File: src/rtl/ball_engine_if.sv
// Signal bundle between the pong playfield logic and the ball engine.
// The driving side (master) supplies the motion tick and the playfield and
// paddle geometry; the engine (slave) returns the registered ball box,
// score pulses, current speed and the playing flag.
//
// Timing contract: there is no valid/ready pair on this bus. 'move' is a
// strobe: each cycle it is high counts as exactly one motion tick, and
// geometry inputs are sampled on every rising clock edge.
interface ball_engine_if #(
  parameter int W       = 10,
  parameter int SPEED_W = 3
);
  logic               move;
  logic [W-1:0]       borderHmin;
  logic [W-1:0]       borderHmax;
  logic [W-1:0]       borderVmin;
  logic [W-1:0]       borderVmax;
  logic [W-1:0]       LHmin;
  logic [W-1:0]       LHmax;
  logic [W-1:0]       LVmin;
  logic [W-1:0]       LVmax;
  logic [W-1:0]       RHmin;
  logic [W-1:0]       RHmax;
  logic [W-1:0]       RVmin;
  logic [W-1:0]       RVmax;
  logic [W-1:0]       BHmin;
  logic [W-1:0]       BHmax;
  logic [W-1:0]       BVmin;
  logic [W-1:0]       BVmax;
  logic               scoreL;
  logic               scoreR;
  logic [SPEED_W-1:0] speed;
  logic               playing;

  modport master (
    output move, borderHmin, borderHmax, borderVmin, borderVmax,
           LHmin, LHmax, LVmin, LVmax, RHmin, RHmax, RVmin, RVmax,
    input  BHmin, BHmax, BVmin, BVmax, scoreL, scoreR, speed, playing
  );

  modport slave (
    input  move, borderHmin, borderHmax, borderVmin, borderVmax,
           LHmin, LHmax, LVmin, LVmax, RHmin, RHmax, RVmin, RVmax,
    output BHmin, BHmax, BVmin, BVmax, scoreL, scoreR, speed, playing
  );
endinterface

File: src/rtl/ball_engine.sv
// Pong ball engine: serve hold, motion with wall bounce, paddle hits with
// speed-up every few hits, and one-cycle score reporting when a paddle misses.
module ball_engine #(
  parameter int W                = 10,
  parameter int BALL_SIZE        = 10,
  parameter int START_H          = 395,
  parameter int START_V          = 295,
  parameter int SPEED_MAX        = 4,
  parameter int HITS_PER_SPEEDUP = 4,
  parameter int SERVE_DELAY      = 60
) (
  input  logic           CLK_100MHz,
  input  logic           Reset,
  ball_engine_if.slave   bus,
  output logic [1:0]     dbg_state
);

  localparam int SPEED_W = $clog2(SPEED_MAX + 1);
  localparam int HIT_W   = $clog2(HITS_PER_SPEEDUP + 1);
  localparam int SRV_W   = $clog2(SERVE_DELAY + 1);

  localparam logic [W-1:0]       START_H_W = W'(START_H);
  localparam logic [W-1:0]       START_V_W = W'(START_V);
  localparam logic [W-1:0]       BALL_W    = W'(BALL_SIZE);
  localparam logic [SPEED_W-1:0] SPEED_ONE = SPEED_W'(1);
  localparam logic [SPEED_W-1:0] SPEED_TOP = SPEED_W'(SPEED_MAX);
  localparam logic [HIT_W-1:0]   HIT_LAST  = HIT_W'(HITS_PER_SPEEDUP - 1);
  localparam logic [SRV_W-1:0]   SRV_LAST  = SRV_W'(SERVE_DELAY - 1);

  typedef enum logic [1:0] {
    ST_SERVE  = 2'd0,
    ST_PLAY   = 2'd1,
    ST_SCORED = 2'd2
  } state_t;

  state_t             state_q, state_d;
  logic [W-1:0]       bh_min_q, bh_min_d;
  logic [W-1:0]       bh_max_q, bh_max_d;
  logic [W-1:0]       bv_min_q, bv_min_d;
  logic [W-1:0]       bv_max_q, bv_max_d;
  logic               dir_h_q, dir_h_d;
  logic               dir_v_q, dir_v_d;
  logic [SPEED_W-1:0] speed_q, speed_d;
  logic [HIT_W-1:0]   hits_q, hits_d;
  logic [SRV_W-1:0]   serve_cnt_q, serve_cnt_d;
  logic               exit_left_q, exit_left_d;

  // Edge tests are done one bit wider than the coordinates so that
  // "edge minus speed" never underflows and "edge plus speed" never wraps;
  // subtraction is rewritten as addition on the other side of the compare.
  logic [W:0] spd_x;
  logic       up_bounce, dn_bounce;
  logic       v_overlap_l, v_overlap_r;
  logic       hit_l, hit_r, miss_l, miss_r;

  assign spd_x       = (W+1)'(speed_q);
  assign up_bounce   = ({1'b0, bv_min_q} <= ({1'b0, bus.borderVmin} + spd_x));
  assign dn_bounce   = (({1'b0, bv_max_q} + spd_x) >= {1'b0, bus.borderVmax});
  assign v_overlap_l = (bv_max_q >= bus.LVmin) && (bv_min_q <= bus.LVmax);
  assign v_overlap_r = (bv_max_q >= bus.RVmin) && (bv_min_q <= bus.RVmax);
  assign hit_l  = !dir_h_q && ({1'b0, bh_min_q} <= ({1'b0, bus.LHmax} + spd_x))
                  && (bh_min_q > bus.LHmax) && v_overlap_l;
  assign hit_r  = dir_h_q && (({1'b0, bh_max_q} + spd_x) >= {1'b0, bus.RHmin})
                  && (bh_max_q < bus.RHmin) && v_overlap_r;
  assign miss_l = !dir_h_q && !hit_l
                  && ({1'b0, bh_min_q} <= ({1'b0, bus.borderHmin} + spd_x));
  assign miss_r = dir_h_q && !hit_r
                  && (({1'b0, bh_max_q} + spd_x) >= {1'b0, bus.borderHmax});

  // Paddle outer edges do not take part in collision; fold them away.
  logic unused_paddle_edges;
  assign unused_paddle_edges = ^{bus.LHmin, bus.RHmax};

  // Next-state, motion, collision and scoring decisions.
  always_comb begin
    state_d     = state_q;
    bh_min_d    = bh_min_q;
    bh_max_d    = bh_max_q;
    bv_min_d    = bv_min_q;
    bv_max_d    = bv_max_q;
    dir_h_d     = dir_h_q;
    dir_v_d     = dir_v_q;
    speed_d     = speed_q;
    hits_d      = hits_q;
    serve_cnt_d = serve_cnt_q;
    exit_left_d = exit_left_q;

    case (state_q)
      ST_SERVE: begin
        bh_min_d = START_H_W;
        bh_max_d = START_H_W + BALL_W;
        bv_min_d = START_V_W;
        bv_max_d = START_V_W + BALL_W;
        if (bus.move) begin
          if (serve_cnt_q == SRV_LAST) begin
            serve_cnt_d = '0;
            state_d     = ST_PLAY;
          end else begin
            serve_cnt_d = serve_cnt_q + SRV_W'(1);
          end
        end
      end

      ST_PLAY: begin
        if (bus.move) begin
          if (miss_l || miss_r) begin
            // Ball freezes where it is; the score is reported next cycle.
            exit_left_d = miss_l;
            state_d     = ST_SCORED;
          end else begin
            if (!dir_v_q) begin
              if (up_bounce) begin
                bv_min_d = bus.borderVmin;
                bv_max_d = bus.borderVmin + BALL_W;
                dir_v_d  = 1'b1;
              end else begin
                bv_min_d = bv_min_q - W'(speed_q);
                bv_max_d = bv_max_q - W'(speed_q);
              end
            end else begin
              if (dn_bounce) begin
                bv_max_d = bus.borderVmax;
                bv_min_d = bus.borderVmax - BALL_W;
                dir_v_d  = 1'b0;
              end else begin
                bv_min_d = bv_min_q + W'(speed_q);
                bv_max_d = bv_max_q + W'(speed_q);
              end
            end

            if (hit_l) begin
              bh_min_d = bus.LHmax;
              bh_max_d = bus.LHmax + BALL_W;
              dir_h_d  = 1'b1;
            end else if (hit_r) begin
              bh_max_d = bus.RHmin;
              bh_min_d = bus.RHmin - BALL_W;
              dir_h_d  = 1'b0;
            end else if (!dir_h_q) begin
              bh_min_d = bh_min_q - W'(speed_q);
              bh_max_d = bh_max_q - W'(speed_q);
            end else begin
              bh_min_d = bh_min_q + W'(speed_q);
              bh_max_d = bh_max_q + W'(speed_q);
            end

            if (hit_l || hit_r) begin
              if (hits_q == HIT_LAST) begin
                hits_d = '0;
                if (speed_q != SPEED_TOP) begin
                  speed_d = speed_q + SPEED_ONE;
                end
              end else begin
                hits_d = hits_q + HIT_W'(1);
              end
            end
          end
        end
      end

      ST_SCORED: begin
        bh_min_d    = START_H_W;
        bh_max_d    = START_H_W + BALL_W;
        bv_min_d    = START_V_W;
        bv_max_d    = START_V_W + BALL_W;
        speed_d     = SPEED_ONE;
        hits_d      = '0;
        serve_cnt_d = '0;
        // Serve toward the side that just conceded.
        dir_h_d     = !exit_left_q;
        state_d     = ST_SERVE;
      end

      default: begin
        state_d = ST_SERVE;
      end
    endcase
  end

  // State register with synchronous reset overriding everything.
  always_ff @(posedge CLK_100MHz) begin
    if (Reset) begin
      state_q     <= ST_SERVE;
      bh_min_q    <= START_H_W;
      bh_max_q    <= START_H_W + BALL_W;
      bv_min_q    <= START_V_W;
      bv_max_q    <= START_V_W + BALL_W;
      dir_h_q     <= 1'b0;
      dir_v_q     <= 1'b0;
      speed_q     <= SPEED_ONE;
      hits_q      <= '0;
      serve_cnt_q <= '0;
      exit_left_q <= 1'b0;
    end else begin
      state_q     <= state_d;
      bh_min_q    <= bh_min_d;
      bh_max_q    <= bh_max_d;
      bv_min_q    <= bv_min_d;
      bv_max_q    <= bv_max_d;
      dir_h_q     <= dir_h_d;
      dir_v_q     <= dir_v_d;
      speed_q     <= speed_d;
      hits_q      <= hits_d;
      serve_cnt_q <= serve_cnt_d;
      exit_left_q <= exit_left_d;
    end
  end

  assign bus.BHmin   = bh_min_q;
  assign bus.BHmax   = bh_max_q;
  assign bus.BVmin   = bv_min_q;
  assign bus.BVmax   = bv_max_q;
  assign bus.speed   = speed_q;
  assign bus.playing = (state_q == ST_PLAY);
  // Score pulses live only in SCORED and are suppressed if reset aborts it.
  assign bus.scoreR  = (state_q == ST_SCORED) && exit_left_q && !Reset;
  assign bus.scoreL  = (state_q == ST_SCORED) && !exit_left_q && !Reset;
  assign dbg_state   = state_q;

endmodule
File: src/flat_wrapper.sv
// flat-port wrapper written by rule: the top's interface ports become plain ports
module ball_engine_flat 
#(
  parameter int W                = 10,
  parameter int BALL_SIZE        = 10,
  parameter int START_H          = 395,
  parameter int START_V          = 295,
  parameter int SPEED_MAX        = 4,
  parameter int HITS_PER_SPEEDUP = 4,
  parameter int SERVE_DELAY      = 60
)
  (CLK_100MHz, Reset, dbg_state, bus_move, bus_borderHmin, bus_borderHmax, bus_borderVmin, bus_borderVmax, bus_LHmin, bus_LHmax, bus_LVmin, bus_LVmax, bus_RHmin, bus_RHmax, bus_RVmin, bus_RVmax, bus_BHmin, bus_BHmax, bus_BVmin, bus_BVmax, bus_scoreL, bus_scoreR, bus_speed, bus_playing);
  ball_engine_if #(.W(W)) bus_i ();
  input  logic CLK_100MHz;
  input  logic Reset;
  output logic [1:0] dbg_state;
  input wire logic [$bits(bus_i.move)-1:0] bus_move;
  input wire logic [$bits(bus_i.borderHmin)-1:0] bus_borderHmin;
  input wire logic [$bits(bus_i.borderHmax)-1:0] bus_borderHmax;
  input wire logic [$bits(bus_i.borderVmin)-1:0] bus_borderVmin;
  input wire logic [$bits(bus_i.borderVmax)-1:0] bus_borderVmax;
  input wire logic [$bits(bus_i.LHmin)-1:0] bus_LHmin;
  input wire logic [$bits(bus_i.LHmax)-1:0] bus_LHmax;
  input wire logic [$bits(bus_i.LVmin)-1:0] bus_LVmin;
  input wire logic [$bits(bus_i.LVmax)-1:0] bus_LVmax;
  input wire logic [$bits(bus_i.RHmin)-1:0] bus_RHmin;
  input wire logic [$bits(bus_i.RHmax)-1:0] bus_RHmax;
  input wire logic [$bits(bus_i.RVmin)-1:0] bus_RVmin;
  input wire logic [$bits(bus_i.RVmax)-1:0] bus_RVmax;
  output wire logic [$bits(bus_i.BHmin)-1:0] bus_BHmin;
  output wire logic [$bits(bus_i.BHmax)-1:0] bus_BHmax;
  output wire logic [$bits(bus_i.BVmin)-1:0] bus_BVmin;
  output wire logic [$bits(bus_i.BVmax)-1:0] bus_BVmax;
  output wire logic [$bits(bus_i.scoreL)-1:0] bus_scoreL;
  output wire logic [$bits(bus_i.scoreR)-1:0] bus_scoreR;
  output wire logic [$bits(bus_i.speed)-1:0] bus_speed;
  output wire logic [$bits(bus_i.playing)-1:0] bus_playing;
  assign bus_i.move = bus_move;
  assign bus_i.borderHmin = bus_borderHmin;
  assign bus_i.borderHmax = bus_borderHmax;
  assign bus_i.borderVmin = bus_borderVmin;
  assign bus_i.borderVmax = bus_borderVmax;
  assign bus_i.LHmin = bus_LHmin;
  assign bus_i.LHmax = bus_LHmax;
  assign bus_i.LVmin = bus_LVmin;
  assign bus_i.LVmax = bus_LVmax;
  assign bus_i.RHmin = bus_RHmin;
  assign bus_i.RHmax = bus_RHmax;
  assign bus_i.RVmin = bus_RVmin;
  assign bus_i.RVmax = bus_RVmax;
  assign bus_BHmin = bus_i.BHmin;
  assign bus_BHmax = bus_i.BHmax;
  assign bus_BVmin = bus_i.BVmin;
  assign bus_BVmax = bus_i.BVmax;
  assign bus_scoreL = bus_i.scoreL;
  assign bus_scoreR = bus_i.scoreR;
  assign bus_speed = bus_i.speed;
  assign bus_playing = bus_i.playing;
  ball_engine #(.W(W), .BALL_SIZE(BALL_SIZE), .START_H(START_H), .START_V(START_V), .SPEED_MAX(SPEED_MAX), .HITS_PER_SPEEDUP(HITS_PER_SPEEDUP), .SERVE_DELAY(SERVE_DELAY)) u_core (.CLK_100MHz(CLK_100MHz), .Reset(Reset), .bus(bus_i), .dbg_state(dbg_state));
endmodule
File: config.mk
export PLATFORM = sky130hd
export DESIGN_NAME = ball_engine_flat
export DESIGN_NICKNAME = d
export VERILOG_FILES = /design/src/rtl/ball_engine_if.sv /design/src/rtl/ball_engine.sv /design/src/flat_wrapper.sv
export SDC_FILE = /design/constraint.sdc
export NUM_CORES = 1
export LEC_CHECK = 0
export ABC_AREA = 1
export BUFFER_PORTS_ARGS = -buffer_cell sky130_fd_sc_hd__buf_2
export CAP_MARGIN = 10
export CORE_MARGIN = 5
export CORE_UTILIZATION = 55
export DETAILED_ROUTE_END_ITERATION = 10
export GPL_ROUTABILITY_DRIVEN = 0
export HOLD_SLACK_MARGIN = 0.08
export PLACE_DENSITY = 0.79
export SLEW_MARGIN = 20
export SYNTH_ARGS = -nofsm -noshare
export SYNTH_HDL_FRONTEND = slang
export SYNTH_SLANG_ARGS = --single-unit
File: constraint.sdc
create_clock -name CLK_100MHz -period 9.1 [get_ports CLK_100MHz]
set_input_delay 1.365 -clock CLK_100MHz [delete_from_list [all_inputs] [get_ports CLK_100MHz]]
set_output_delay 1.365 -clock CLK_100MHz [all_outputs]
set_load 0.01 [all_outputs]
==> reports/metrics.csv, run 1 <==
metric,value,unit
status,"finished, final reports clean",
Post-DP HPWL,21400,um
RSZ-0062 raised after global routing,no,
Synth Warn #,0,
vias in the first global route,9536,
Critical Path Fanout Max,47,
GRT Overall Usage,26.8,%
Commonest cells post-synth,"nand2_1 (366), inv_1 (234), ha_1 (170)",
cell-internal power,0.000558,W
multi-input logic area,0.00727,mm^2
Flop pwr share,31.6,%
initial antenna violation count,0,
Initial Utilization,55.4,%
CTS resizes,0,
final hold vios,0,
fin. max-slew vios,0,
root buf cell,clkbuf_16,
cells after synthesis,1502,
startpoint type of the worst setup path,primary input,
starting DRC count in detailed routing,733,
Post-CTS Setup Inserts,0,
setup violators final,0,
IO Port Bufs,150,
drt first pass iters,5,
Ant. Diodes,0,
Hold Startpoint,u_core.exit_left_q$_SDFFE_PP0P_,
die extent in x,141,um
Min-Delay Path Class,flip-flop to flip-flop,
Required @ worst endpoint,9320,ps
TritonCTS clock tree,built,
CP Launch Point,bus_LHmax[0],
Layout area overhead,12.9,%
Final Cycle Share,56.3,%
CORE AREA,0.0171,mm^2
worst r2r path cells,24,
layout cell share with drive strength beyond 1,11.8,%
hold-fix buffers at CTS,0,
worst r2r src,u_core.bus.speed[0]$_SDFFE_PP1P_,
CP dominant cell by count,nand2_1,
# nets final,1940,
H-Tree Depth,3,
largest net degree at the start of global routing,48,
post-placement setup slack,3720,ps
type of the worst setup path,primary input to flip-flop,
clock skew,11.5,ps
Switching Power,0.000236,W
placed inst area,0.0104,mm^2
CP max stage cell,buf_4,
Remaining DRCs,0,
Rel. slew slack,40.0,%
post-route setup slack,3970,ps
post-synth top area share,22.4,%
Synth Cell Area,0.00948,mm^2
first-pass GRT wire length,44500,um
via count,10100,
Hold Crit Depth,2,
"Avg Cell Area, Syn",6.31,um^2
worst slew pin tran,899,ps
vias per cell,5.39,
CP Cell Sequence,buf_2 -> ha_1 -> fa_1 -> nand2_1 -> nand2_1 -> nand4_1 -> xor2_1 -> ha_1 -> nand2_1 -> nor2_1 -> nand2_1 -> nand2_1 -> nand2_1 -> nand2_1 -> nand2_1 -> nand2_1 -> nand2_1 -> nand2_2 -> nand2_2 -> nand3_2 -> buf_4 -> inv_2 -> o211ai_1 -> nand2_1,
Peak VDD IR,0.0735,mV
row count,48,
largest buffer count on any clock path,2,
Synthesized Nets,1805,
TNS Setup,0,ps
Reg area,0.00114,mm^2
post-route ant nets,0,
main area contributors after synthesis,"ha_1 (22%), nand2_1 (14%), dfxtp_1 (12%)",
Net Sw Frac,29.7,%
"FFs w/ async S/R, synth",0,%
MaxCap Viol Count,0,
CTS Buf Count,9,
Worst-path clk slew,50,ps
sequential-to-total area share from yosys stat,12.0,%
library cells used by synthesis,43,
"Design Area, Final",0.0107,mm^2
achievable frequency,0.195,GHz
power per cell area,74.3,mW/mm^2
critical path capture point type,flip-flop,
Lkg Pwr,5.92,nW
ys flop type,dfxtp_1,
clock group share of total power,46.7,%
Die Ht,141,um
max incr delay on CP,470,ps
Fill cells,1658,
Worst-Skew Late Latency,350,ps
global route overflow,0,
WL final,27100,um
"area leader, netlist",ha_1,
worst path arrival time,5350,ps
area of the die,0.0200,mm^2
routed len/inst,14.5,um
I/O Pins,171,
top-count cell post-synth,nand2_1,
Synth Register Bits,57,
Gate power share,21.7,%
fin crit period,5130,ps
Post-synth EDFFs,0,
final core occ,62.5,%
# clock sinks,57,
[logic make-up after synthesis]
kind of cell             after synthesis  share of synthesized area [%]
adder cells (fa/ha/maj)              180                           24.6
buffers and inverters                270                           11.3
XOR/XNOR                              96                           8.87
AO/OA/AOI/OAI                        229                           13.5
flip-flops                            57                           12.0
AND/OR/NAND/NOR                      670                           29.8
[placed cells by master (no fill, tap or decap), types with 9 or more instances in the layout]
cell | Yosys | final
dfxtp_1 | 57 | 57
buf_2 | 10 | 150
nand4_1 | 20 | 20
nand2_1 | 366 | 366
clkbuf_16 | 0 | 9
nand3_1 | 96 | 96
xor2_1 | 77 | 77
nor3_1 | 21 | 21
o21ai_0 | 65 | 65
inv_1 | 234 | 234
o211ai_1 | 24 | 24
nor2_1 | 143 | 143
ha_1 | 170 | 170
a21oi_1 | 114 | 114
xnor2_1 | 19 | 19
fa_1 | 10 | 10
[sequential cells by signal (all words and copies together), names as in the netlist]
signal / flops
u_core.bus.BHmax: 10
u_core.bus.BHmin: 10
u_core.bus.BVmax: 10
u_core.bus.BVmin: 10
u_core.serve_cnt_q: 6
u_core.bus.speed: 3
u_core.hits_q: 3
u_core.dbg_state: 2
u_core.dir_h_q: 1
u_core.dir_v_q: 1
u_core.exit_left_q: 1
[layout make-up]
cell class / instances / area share (%)
Tap cell: 225 / 2.63
Multi-Input combinational cell: 1175 / 67.9
Inverter: 239 / 8.39
Timing Repair Buffer: 155 / 7.37
Sequential cell: 57 / 10.7
Clock inverter: 7 / 0.889
Clock buffer: 9 / 2.11
[metrics by stage]
stage,power [W],std cells,hold slack (ps)
after CTS,0.000795,1867,465
after floorplan,0.000367,1502,437
after detailed placement,0.000426,1851,456
after global placement,0.000421,1851,444
final,0.000794,1867,461
after global routing,0.000831,1867,504
[power by group through the flow]
stage               Clock, W  Sequential, W  Combinational, W
floorplan                  0       0.000256          0.000111
global placement           0       0.000256          0.000165
detailed placement         0       0.000257          0.000170
CTS                 0.000373       0.000251          0.000171
global route        0.000383       0.000251          0.000197
finish              0.000371       0.000251          0.000172
[critical path, delay by kind of cell]
family | cells | cell delay, ps
xor gates and xnor gates | 1 | 100
and+or+nand+nor | 16 | 1730
AOI/OAI and AO/OA | 1 | 210
buffers and inverters | 3 | 1000
adders and majority gates | 3 | 910
[layer usage]
layer  vias to the layer above  part of all wire [%]  global-route usage [%]
met4                         0                   2.1                    7.80
met3                        45                   8.3                    3.57
met2                       387                    44                    44.5
met1                      4486                    45                    36.5
li1                       5149                     -                       -
met5                         -                     0                       0
[final timing paths]
path | endpoint | slack [ps]
hold reg to reg | u_core.exit_left_q$_SDFFE_PP0P_ | 460
hold / removal | u_core.exit_left_q$_SDFFE_PP0P_ | 460
setup / recovery | u_core.bus.BVmax[8]$_SDFFE_PP1P_ | 3970
setup reg to reg | u_core.bus.BVmax[8]$_SDFFE_PP1P_ | 4340
Note: power is estimated with default switching activity, not from simulation.
==> run 2, diff against run 1 <==
Settings changed: ABC_AREA 1 to 0.
Clock period 9.1 ns to 4.8 ns, I/O delays scaled along.
==> reports/metrics.csv, run 2 <==
metric,value,unit,change
status,"finished, final reports clean",,unchanged
startpoint type of the worst setup path,flip-flop,,was primary input
root buf cell,clkbuf_16,,unchanged
Post-DP HPWL,20700,um,"was 21,400 um"
# clock sinks,57,,unchanged
power per cell area,151,mW/mm^2,was 74.3 mW/mm^2
type of the worst setup path,flip-flop to flip-flop,,was primary input to flip-flop
"commonest non-fill, non-tap cell in the layout",ha_1,,was nand2_1
Final Cycle Share,93.7,%,
top-count cell post-synth,ha_1,,was nand2_1
library cells used by synthesis,80,,was 43
MaxCap Viol Count,0,,unchanged
drt first pass iters,7,,was 5
clock group share of total power,46.8,%,was 46.7%
"Design Area, Final",0.0102,mm^2,was 0.0107 mm^2
"commonest cells after routing, fill and taps aside","ha_1 (170), buf_2 (150), inv_1 (98)",,"was nand2_1 (366), inv_1 (234), ha_1 (170)"
CTS Buf Count,9,,unchanged
I/O Pins,171,,unchanged
IO Port Bufs,150,,unchanged
worst path arrival time,4680,ps,was 5350 ps
routed len/inst,17.1,um,was 14.5 um
CTS resizes,0,,unchanged
"Avg Cell Area, Syn",7.75,um^2,was 6.31 um^2
Required @ worst endpoint,4980,ps,was 9320 ps
placed cell count,1500,,"was 1,851"
Layout Cells excl Fill,1516,,"was 1,867"
post-synth top area share,23.7,%,was 22.4%
Layout area overhead,13.9,%,was 12.9%
Ant. Diodes,0,,unchanged
CORE AREA,0.0159,mm^2,was 0.0171 mm^2
Synth Register Bits,57,,unchanged
fin crit period,4500,ps,
Worst-Skew Late Latency,340,ps,was 350 ps
Initial Utilization,56.3,%,was 55.4%
# nets final,1598,,"was 1,940"
global route overflow,0,,unchanged
Lkg Pwr,4.81,nW,was 5.92 nW
met3 WL,1890,um,was 2250 um
H-Tree Depth,3,,unchanged
GRT Overall Usage,27.4,%,was 26.8%
Post-synth EDFFs,0,,unchanged
WL final,26000,um,"was 27,100 um"
ys flop type,dfxtp_1,,unchanged
Remaining DRCs,0,,unchanged
Min-Delay Path Class,flip-flop to flip-flop,,unchanged
Synth Cell Area,0.00898,mm^2,was 0.00948 mm^2
layout cell share with drive strength beyond 1,17.1,%,was 11.8%
post-route setup slack,301,ps,was 3970 ps
initial antenna violation count,0,,unchanged
area of the die,0.0190,mm^2,was 0.0200 mm^2
hold-fix buffers at CTS,0,,unchanged
main area contributors after synthesis,"ha_1 (24%), dfxtp_1 (13%), xnor2_1 (7.2%)",,"was ha_1 (22%), nand2_1 (14%), dfxtp_1 (12%)"
"area leader, netlist",ha_1,,unchanged
worst slew pin tran,951,ps,was 899 ps
TNS Setup,0,ps,unchanged
clock skew,9.66,ps,was 11.5 ps
Worst-path clk slew,60,ps,was 50 ps
die extent in x,138,um,was 141 um
Top Metal Used,met4,,unchanged
Die Ht,138,um,was 141 um
sequential-to-total area share from yosys stat,12.7,%,was 12.0%
fin. max-slew vios,0,,unchanged
largest net degree at the start of global routing,35,,was 48
placed inst area,0.00990,mm^2,was 0.0104 mm^2
RSZ-0062 raised after global routing,no,,unchanged
post-placement setup slack,268,ps,was 3720 ps
Net Sw Frac,28.4,%,was 29.7%
metal2 WL,12700,um,"was 12,000 um"
wire length on met1,10600,um,"was 12,200 um"
TritonCTS clock tree,built,,unchanged
Rel. slew slack,36.6,%,was 40.0%
row count,46,,was 48
"FFs w/ async S/R, synth",0,%,unchanged
first-pass GRT wire length,41500,um,"was 44,500 um"
Critical Path Fanout Max,12,,was 47
setup violators final,0,,unchanged
achievable frequency,0.222,GHz,
Synthesized Nets,1461,,"was 1,805"
cell-internal power,0.00111,W,was 0.000558 W
via count,9096,,"was 10,100"
Post-CTS Setup Inserts,0,,unchanged
critical path capture point type,flip-flop,,unchanged
Synth Warn #,0,,unchanged
cells after synthesis,1158,,"was 1,502"
starting DRC count in detailed routing,557,,was 733
Switching Power,0.000440,W,was 0.000236 W
largest buffer count on any clock path,2,,unchanged
vias per cell,6.00,,was 5.39
final hold vios,0,,unchanged
Peak VDD IR,0.167,mV,was 0.0735 mV
vias in the first global route,8733,,"was 9,536"
post-route ant nets,0,,unchanged
Commonest cells post-synth,"ha_1 (170), inv_1 (98), a21oi_1 (93)",,"was nand2_1 (366), inv_1 (234), ha_1 (170)"
Flop pwr share,30.7,%,was 31.6%
Gate power share,22.5,%,was 21.7%
[run 2: cell types whose count changed after synthesis, sizes merged, moves of 25 or more]
| cell | delta |
|---|---|
| nand3 | -75 |
| a211oi | +25 |
| inv | -140 |
| xnor2 | +55 |
| nor2 | -55 |
| nand2 | -294 |
| xor2 | -47 |
[run 2: cell families after synthesis]
| family | after synthesis | share of synthesized area, % |
|---|---|---|
| adders and majority gates | 180 | 25.9 |
| muxes | 14 | 1.64 |
| DFF | 57 | 12.7 |
| xor gates and xnor gates | 104 | 10.1 |
| and+or+nand+nor | 324 | 18.0 |
| AOI/OAI and AO/OA | 333 | 24.2 |
| buffers and inverters | 146 | 7.33 |
[run 2: per-stage QoR]
stage	hold WS, ps	power (W)	utilization [%]
2_1_floorplan	407	0.000709	-
3_3_place_gp	417	0.000820	62.1
3_5_place_dp	426	0.000829	62.1
4_1_cts	433	0.00155	64.2
5_1_grt	465	0.00162	64.2
6_report	435	0.00155	64.2
[run 2: layout make-up]
class	instances	area, um^2
clock buffers	11	253
clock inverters	5	77.6
fillers	1428	5710
inverters	99	372
multi-input cells	955	7180
flip-flops and latches	57	1140
well taps	216	270
repair buffers	173	936
[run 2: critical path, cell delays in order, from the launching register on]
cell      delay [ps]
dfxtp_1          720
buf_4            270
ha_1             240
a21o_1           160
a21oi_1          230
nor2_1           130
nand3_1          110
xor2_1           170
ha_1             250
and3_1           190
a221oi_1         400
mux2_2           250
a211o_1          340
buf_4            260
nor2_1            60
a21oi_1          110
nor2_1            70
a211oi_1         300
nor3_1            80
[run 2: worst paths after layout]
check                                    from                          endpoint  slack [ps]  cells after the start
max          u_core.bus.speed[1]$_SDFFE_PP0P_  u_core.bus.BVmin[6]$_SDFFE_PP0P_         300                     18
min             u_core.hits_q[2]$_SDFFE_PP0P_     u_core.hits_q[2]$_SDFFE_PP0P_         430                      2
max reg2reg  u_core.bus.speed[1]$_SDFFE_PP0P_  u_core.bus.BVmin[6]$_SDFFE_PP0P_         300                     18
min reg2reg     u_core.hits_q[2]$_SDFFE_PP0P_     u_core.hits_q[2]$_SDFFE_PP0P_         430                      2
[run 2: metal layers]
metal / track usage, % / up-vias
met5: 0 / -
met4: 9.82 / 0
met3: 4.42 / 71
met2: 48.1 / 365
met1: 33.6 / 4196
li1: - / 4464
[run 2: power groups by stage]
stage               registers (W)  logic [W]  clock network [W]
finish                   0.000476   0.000348           0.000725
global route             0.000476   0.000390           0.000756
CTS                      0.000476   0.000346           0.000730
detailed placement       0.000486   0.000343                  0
global placement         0.000486   0.000334                  0
floorplan                0.000486   0.000224                  0
==> run 3, diff against run 2 <==
Settings changed: CTS_BUF_LIST from default to sky130_fd_sc_hd__clkbuf_4 sky130_fd_sc_hd__clkbuf_8.
==> reports/metrics.csv, run 3 (synthesis gave the netlist of run 2 again) <==
metric,value,unit,change
Peak VDD IR,0.137,mV,was 0.167 mV
power per cell area,135,mW/mm^2,was 151 mW/mm^2
Worst-path clk slew,80,ps,was 60 ps
layout cell share with drive strength beyond 1,17.1,%,unchanged
max incr delay on CP,730,ps,was 720 ps
global route overflow,0,,unchanged
setup violators final,0,,unchanged
final core occ,63.5,%,was 64.2%
fin. max-slew vios,0,,unchanged
Post-DP HPWL,20700,um,unchanged
achievable frequency,0.224,GHz,was 0.222 GHz
fin crit period,4470,ps,was 4500 ps
CORE AREA,0.0159,mm^2,unchanged
worst r2r path cells,15,,was 18
first-pass GRT wire length,41200,um,"was 41,500 um"
Final Cycle Share,93.1,%,was 93.7%
RSZ-0062 raised after global routing,no,,unchanged
# nets final,1598,,unchanged
worst slew pin tran,999,ps,was 951 ps
Worst-Skew Late Latency,370,ps,was 340 ps
H-Tree Depth,3,,unchanged
hold_ws,434,ps,was 435 ps
clock skew,11.2,ps,was 9.66 ps
Layout area overhead,12.8,%,was 13.9%
Ant. Diodes,0,,unchanged
routed len/inst,17.0,um,was 17.1 um
reg2reg setup slack,330,ps,was 300 ps
die extent in x,138,um,unchanged
final hold vios,0,,unchanged
CP Cell Sequence,inv_1 -> fa_1 -> and2b_2 -> o21ai_0 -> xnor2_1 -> ha_1 -> a21o_1 -> a211o_2 -> a41oi_1 -> o211ai_2 -> and4_2 -> buf_4 -> a221o_1 -> a21oi_1 -> mux2i_1,,was buf_4 -> ha_1 -> a21o_1 -> a21oi_1 -> nor2_1 -> nand3_1 -> xor2_1 -> ha_1 -> and3_1 -> a221oi_1 -> mux2_2 -> a211o_1 -> buf_4 -> nor2_1 -> a21oi_1 -> nor2_1 -> a211oi_1 -> nor3_1
worst r2r src,u_core.bus.speed[1]$_SDFFE_PP0P_,,unchanged
root buf cell,clkbuf_8,,was clkbuf_16
Hold Crit Depth,2,,unchanged
Required @ worst endpoint,5040,ps,was 4980 ps
"commonest cells after routing, fill and taps aside","ha_1 (170), buf_2 (150), inv_1 (98)",,unchanged
"commonest non-fill, non-tap cell in the layout",ha_1,,unchanged
# clock sinks,57,,unchanged
I/O Pins,171,,unchanged
via count,9054,,"was 9,096"
drt first pass iters,5,,was 7
cell family with most CP delay,compound AO/OA/AOI/OAI gates,,unchanged
Critical Path Fanout Max,20,,was 12
largest buffer count on any clock path,2,,unchanged
post-placement setup slack,268,ps,unchanged
hold-fix buffers at CTS,0,,unchanged
TNS Setup,0,ps,unchanged
startpoint type of the worst setup path,flip-flop,,unchanged
Crit path buffers/inverters,2,,unchanged
TritonCTS clock tree,built,,unchanged
CTS resizes,0,,unchanged
IO Port Bufs,150,,unchanged
CTS Buf Count,9,,unchanged
area of the die,0.0190,mm^2,unchanged
WL final,25700,um,"was 26,000 um"
Initial Utilization,56.3,%,unchanged
worst path arrival time,4710,ps,was 4680 ps
Die Ht,138,um,unchanged
Min-Delay Path Class,flip-flop to flip-flop,,unchanged
Worst R2R End,u_core.bus.BHmin[0]$_SDFFE_PP1P_,,was u_core.bus.BVmin[6]$_SDFFE_PP0P_
Post-CTS Setup Inserts,0,,unchanged
type of the worst setup path,flip-flop to flip-flop,,unchanged
Lkg Pwr,4.76,nW,was 4.81 nW
row count,46,,unchanged
MaxCap Viol Count,0,,unchanged
status,"finished, final reports clean",,unchanged
Remaining DRCs,0,,unchanged
critical path capture point type,flip-flop,,unchanged
GRT Overall Usage,27.1,%,was 27.4%
Rel. slew slack,33.4,%,was 36.6%
starting DRC count in detailed routing,665,,was 557
vias in the first global route,8628,,"was 8,733"
post-route ant nets,0,,unchanged
post-route setup slack,329,ps,was 301 ps
initial antenna violation count,0,,unchanged
CP max stage cell,dfxtp_1,,unchanged
Fill cells,1447,,"was 1,428"
vias per cell,5.97,,was 6.00
hold endpoint,u_core.hits_q[2]$_SDFFE_PP0P_,,unchanged
Hold Startpoint,u_core.hits_q[2]$_SDFFE_PP0P_,,unchanged
largest net degree at the start of global routing,35,,unchanged
[run 3: metrics by stage]
step / instances / area (um^2) / total power, W
final: 1516 / 10100 / 0.00136
after global routing: 1516 / 10100 / 0.00144
after CTS: 1516 / 10100 / 0.00137
after detailed placement: 1500 / 9900 / 0.000829
after global placement: 1500 / 9900 / 0.000820
after floorplan: 1158 / 8980 / 0.000709
[run 3: where the power goes]
part,switching [W],internal (W)
registers,0.00000114,0.000474
clock network,0.000224,0.000319
logic,0.000193,0.000153
[run 3: worst min-delay path, cell delays in order (launching register included)]
cell	delay (ps)
dfxtp_1	310
nand2_1	50
a21oi_1	30
[run 3: worst max path at each step]
| stage | from | to | depth (start not counted) |
|---|---|---|---|
| 2_1_floorplan | u_core.bus.speed[1]$_SDFFE_PP0P_ | u_core.bus.BHmax[0]$_SDFFE_PP1P_ | 15 |
| 3_3_place_gp | bus_LHmax[0] | u_core.dir_v_q$_SDFFE_PP0P_ | 18 |
| 3_5_place_dp | bus_LHmax[0] | u_core.dir_v_q$_SDFFE_PP0P_ | 18 |
| 4_1_cts | u_core.bus.speed[1]$_SDFFE_PP0P_ | u_core.bus.BHmin[0]$_SDFFE_PP1P_ | 15 |
| 5_1_grt | u_core.bus.speed[1]$_SDFFE_PP0P_ | u_core.bus.BHmax[4]$_SDFFE_PP1P_ | 14 |
| 6_report | u_core.bus.speed[1]$_SDFFE_PP0P_ | u_core.bus.BHmin[0]$_SDFFE_PP1P_ | 15 |
[run 3: cell type report]
cell class / instances / area [um^2] / share of cell area (%)
tap: 216 / 270 / 2.67
inverter: 99 / 372 / 3.67
clock buffer: 11 / 151 / 1.49
timing repair buffer: 173 / 936 / 9.24
clock inverter: 5 / 77.6 / 0.766
multi-input combinational: 955 / 7180 / 70.9
sequential: 57 / 1140 / 11.3
[run 3: routing by layer]
metal  GRT usage [%]  share of wire [%]
met1            33.7                 41
met2            48.1                 49
met4            8.07                2.6
met3            4.31                6.8
met5               0                  0
